File: config.mk
export PLATFORM = sky130hd
export DESIGN_NAME = apb_v3_master
export DESIGN_NICKNAME = d
export VERILOG_FILES = /design/src/rtl/apb_v3_master.sv
export SDC_FILE = /design/constraint.sdc
export NUM_CORES = 1
export LEC_CHECK = 0
export CORE_ASPECT_RATIO = 0.7
export CORE_MARGIN = 2
export CORE_UTILIZATION = 35
export CTS_CLUSTER_DIAMETER = 100
export DETAILED_ROUTE_END_ITERATION = 16
export GPL_TIMING_DRIVEN = 0
export PLACE_DENSITY = 0.76
export SETUP_SLACK_MARGIN = 0.1
export SLEW_MARGIN = 20
export SYNTH_ARGS = -nofsm -noshare
export SYNTH_HDL_FRONTEND = slang
export SYNTH_SLANG_ARGS = --single-unit
File: constraint.sdc
create_clock -name PCLK -period 1.4 [get_ports PCLK]
set_input_delay 0.28 -clock PCLK [delete_from_list [all_inputs] [get_ports PCLK]]
set_output_delay 0.28 -clock PCLK [all_outputs]
set_load 0.02 [all_outputs]
File: src/rtl/apb_v3_master.sv
// apb_v3_master: APB3 master bridge from a valid/ready command port to a SETUP/ACCESS APB bus.
// Define APB_MST_TIMEOUT_EN to abort ACCESS phases that wait TIMEOUT_CYC cycles on PREADY.
`timescale 1ns/1ps
module apb_v3_master #(
    parameter int ADDR_BUS_WIDTH = 32,
    parameter int DATA_BUS_WIDTH = 32,
    parameter int TIMEOUT_CYC    = 64
) (
    input  logic                      PCLK,
    input  logic                      PRESETn,
    input  logic                      cmd_valid,
    output logic                      cmd_ready,
    input  logic                      cmd_write,
    input  logic [ADDR_BUS_WIDTH-1:0] cmd_addr,
    input  logic [DATA_BUS_WIDTH-1:0] cmd_wdata,
    output logic                      rsp_valid,
    output logic [DATA_BUS_WIDTH-1:0] rsp_rdata,
    output logic                      rsp_err,
    output logic                      rsp_timeout,
    output logic                      PSEL,
    output logic                      PENABLE,
    output logic                      PWRITE,
    output logic [ADDR_BUS_WIDTH-1:0] PADDR,
    output logic [DATA_BUS_WIDTH-1:0] PWDATA,
    input  logic [DATA_BUS_WIDTH-1:0] PRDATA,
    input  logic                      PREADY,
    input  logic                      PSLVERR
);
    typedef enum logic [1:0] {IDLE, SETUP, ACCESS, ERR} state_t;
    state_t state, state_nx;
    logic   hs, mis, done, tout;

    if (TIMEOUT_CYC < 1 || TIMEOUT_CYC > 65535) begin : g_bad_timeout
        $error("TIMEOUT_CYC must be in 1..65535");
    end

    assign hs   = cmd_valid && cmd_ready;
    assign mis  = |(cmd_addr & ADDR_BUS_WIDTH'(DATA_BUS_WIDTH / 8 - 1));
    assign done = (state == ACCESS) && PREADY;

`ifdef APB_MST_TIMEOUT_EN
    logic [15:0] wait_cnt;
    always_ff @(posedge PCLK or negedge PRESETn) begin
        if (!PRESETn) wait_cnt <= '0;
        else if (state == SETUP) wait_cnt <= '0;
        else if (state == ACCESS && !PREADY) wait_cnt <= wait_cnt + 16'd1;
    end
    // fires on the PREADY-low edge that brings the count to TIMEOUT_CYC
    assign tout = (state == ACCESS) && !PREADY && (wait_cnt == 16'(TIMEOUT_CYC - 1));
    always_ff @(posedge PCLK or negedge PRESETn) begin
        if (!PRESETn) rsp_timeout <= 1'b0;
        else rsp_timeout <= tout;
    end
`else
    assign tout        = 1'b0;
    assign rsp_timeout = 1'b0;
`endif

    always_ff @(posedge PCLK or negedge PRESETn) begin
        if (!PRESETn) state <= IDLE;
        else state <= state_nx;
    end

    always_comb begin
        state_nx = state;
        case (state)
            IDLE:    state_nx = hs ? (mis ? ERR : SETUP) : IDLE;
            SETUP:   state_nx = ACCESS;
            ACCESS:  state_nx = (done || tout) ? IDLE : ACCESS;
            ERR:     state_nx = IDLE;
            default: state_nx = IDLE;
        endcase
    end

    always_comb begin
        cmd_ready = (state == IDLE);
        PSEL      = (state == SETUP) || (state == ACCESS);
        PENABLE   = (state == ACCESS);
    end

    always_ff @(posedge PCLK or negedge PRESETn) begin
        if (!PRESETn) begin
            PWRITE <= 1'b0;
            PADDR  <= '0;
            PWDATA <= '0;
        end else if (hs) begin
            PWRITE <= cmd_write;
            PADDR  <= cmd_addr;
            PWDATA <= cmd_wdata;
        end
    end

    always_ff @(posedge PCLK or negedge PRESETn) begin
        if (!PRESETn) begin
            rsp_valid <= 1'b0;
            rsp_err   <= 1'b0;
            rsp_rdata <= '0;
        end else begin
            rsp_valid <= done || tout || (state == ERR);
            rsp_err   <= (done && PSLVERR) || tout || (state == ERR);
            rsp_rdata <= (done && !PWRITE && !PSLVERR) ? PRDATA : '0;
        end
    end
endmodule

==> summary.txt <==
Outcome
  • Status: finished with violations
  • Failing checks: negative setup slack

Clock network
  • H-tree Lvls: 3
  • Clock-pin transition on the worst setup and hold timing paths: 70 ps
  • Clk_lat worst skew: 330 ps
  • CTS tree: yes
  • Root buf cell: clkbuf_16
  • Clk sink count: slightly above 100
  • Clock buffer count from CTS: 9
  • Max clock buf depth: 2

Timing
  • Clk_skew: 4.56 ps
  • Final setup vio count: just under 100
  • Crit share post-route: 107%
  • Final critical-path required period: between 1500 and 2000 ps
  • Final Hold Vio Count: 0
  • RSZ-0062 raised after global routing: true
  • Total negative slack: -5760 ps
  • Max-slew violation count: 0
  • Fmax: roughly 670 MHz
  • Setup ws final: -104 ps

Pwr
  • Clk pwr share: a little under a fifth
  • Sequential share of power: between 30% and 40%
  • Logic pwr share: between 40% and 50%
  • Pleak: around 0.0032 µW
  • P_int: 8850 µW
  • Peak VDD IR: about 0.0010 V
  • Switching Share: 33.9%
  • Power per cell area: 2040 mW/mm²
  • Total chip power: about 13,000 µW
  • Net switching power: roughly 4500 µW

Synth
  • Synth unique cells: 19
  • EDFF count, synth: 0
  • Sequential area share after synthesis: ~65%
  • Post-synthesis cell count: 227
  • Synthesized area per cell: around 17 µm²
  • Synth area leaders: dfrtp_1 (65%), mux2_4 (19%), and2_1 (5.2%)
  • Top cells by count, synth: dfrtp_1 (101), mux2_4 (50), and2_1 (32)
  • Syn Nets: ~330
  • Post-synthesis cell area: ~0.0039 mm²
  • Synth area leader: dfrtp_1
  • FFs w/ async S/R, synth: 100%
  • Top cell type's share of synthesized area: 65.2%
  • Most frequent cell after synthesis: dfrtp_1
  • Ys Warns: 0
  • Post-synth top flop: dfrtp_1
  • #FFs+latches synth: 101

Floorplanning
  • I/O pin count: between 200 and 250
  • Chip width: 130 µm
  • Initial Util: a little over a third
  • # rows: 32
  • Total die area: roughly 0.012 mm²
  • Die H: between 90 and 100 µm
  • Core Box Area: between 0.01 and 0.015 mm²

Critical path
  • Worst Reg-to-Reg Cells: 6
  • Cell family with most CP delay: flip-flops
  • Critical-path top delay cell: dfrtp_1
  • Worst r2r src: state[1]
  • WP data arrival: 1220 ps
  • R2r setup slk: -100 ps
  • WP depth: 3
  • Kind of critical path: flop to output port
  • Critical-path cell list: inv_2 -> ha_1 -> buf_6
  • Crit-path max FO: 3
  • Critical Path Start Type: flop
  • CP required: about 1100 ps
  • Worst Path Buf+Inv: 2
  • Reg2Reg Capture Point: PWDATA[18]
  • Crit path capture type: output port
  • Max stage delay on crit path: between 300 and 400 ps

GRT
  • Largest net degree at the start of global routing: 70
  • Vias in the first global route: roughly 2,800
  • Gr ovfl total: 0
  • Initial antenna violation count: 0
  • First-pass GRT wire length: ~15,000 µm
  • Overall routing resource usage: ~17%

Detailed routing
  • Routed wire per std cell: ~16 µm
  • DR vias: 2,669
  • DRC Markers: 0
  • Antenna-violating nets left: 0
  • Total Wirelength: between 9000 and 10,000 µm
  • Vias per std cell: approximately 4.3
  • Drt pass-1 iters: 4
  • Iteration-0 DRC Markers: 73

Job
  • Max cap viols: 0

Layout
  • Layout cells sized above 1: between 40% and 50%
  • Syn-to-layout area delta: 69.6%
  • Nets: approximately 570
  • Finished Cell Area: 0.00657 mm²
  • # diodes: 0

Place
  • GP Congestion: between 0.7 and 0.8
  • # port buffers: 203
  • Dpl hpwl: just under 7000 µm
  • Placed instance area: approximately 0.006 mm²

Hold path
  • Worst Hold Class: input port to asynchronous set/reset pin
==> kinds of logic (layout without fill, tap and decap cells) <==
| kind of cell | after synthesis | after routing | synth area share [%] |
|---|---|---|---|
| fa+ha+maj | 5 | 5 | 1.61 |
| mux | 65 | 65 | 23.7 |
| other cells | 1 | 1 | 0.0968 |
| compound gates | 4 | 4 | 0.710 |
| flops | 101 | 101 | 65.2 |
| buf+inv | 14 | 253 | 2.65 |
| simple gates | 37 | 37 | 5.94 |
==> metal layers <==
| metal | up-vias | wire (µm) | global-route usage (%) |
|---|---|---|---|
| met5 | - | 0 | 0 |
| met4 | 0 | 70 | 4.30 |
| met3 | 7 | 1080 | 8.11 |
| met2 | 121 | 4680 | 26.3 |
| met1 | 1313 | 4100 | 20.0 |
| li1 | 1228 | - | - |
==> power by group through the flow <==
stage                     clock network, µW  registers [µW]  logic [µW]
after floorplan                           0            5790        2200
after global placement                    0            4530        6260
after detailed placement                  0            4570        6340
after CTS                              2580            4550        6330
after global routing                   2710            4680        6720
final                                  2510            4530        6350
==> state kept, by name, indices dropped and copies added, names as in the netlist <==
signal / cells
PWRITE: 1
rsp_rdata: 32
PWDATA: 32
state: 2
PADDR: 32
rsp_valid: 1
rsp_err: 1
==> how the worst max path moves through the flow <==
stage / slack [ps] / from / end
CTS: -130 / state[0] / PENABLE
global placement: -3660 / PRESETn / PWDATA[23]
floorplan: -20 / state[1] / PADDR[0]
detailed placement: -280 / cmd_valid / PADDR[7]
global route: -190 / state[1] / PSEL
finish: -100 / state[1] / PSEL
==> stage by stage <==
stage	setup WS (ps)	utilization [%]	hold WS, ps	instances
finish	-104	60.3	391	619
global route	-187	60.3	409	619
CTS	-130	61.5	395	609
detailed placement	-277	56.6	187	584
global placement	-3660	56.4	488	583
floorplan	-24.0	-	-15.6	227
==> cell usage in the layout (no fill, tap or decap), types with 2 or more instances in the layout <==
cell / count
clkbuf_4: 2
mux2_4: 62
inv_2: 2
clkinv_4: 2
clkdlybuf4s50_1: 100
clkbuf_16: 15
clkdlybuf4s15_1: 12
ha_1: 3
clkbuf_2: 39
and2_1: 32
dfrtp_1: 101
buf_4: 9
buf_2: 25
buf_12: 6
clkdlybuf4s15_2: 23
clkbuf_8: 3
mux2_2: 3
buf_6: 7
==> area by class of cell <==
cell class                      instances  area [µm²]
Clock inverter                          5        60.1
Sequential cell                       101        2530
Buffer                                 11         178
Inverter                                3        11.3
Clock buffer                           11         243
Timing Repair Buffer                  223        2030
Multi-Input combinational cell        112        1330
Fill cell                             857        4320
Tap cell                              153         191
==> repair_timing <==
item,in CTS,in global routing
gates resized for setup,288,74
hold endpoints to repair,32,0
setup endpoints to repair,199,166
pin swaps,1,0
setup buffers,6,4
cloned,2,6
hold buffers,1,0
(Power assumes the default switching activity.)
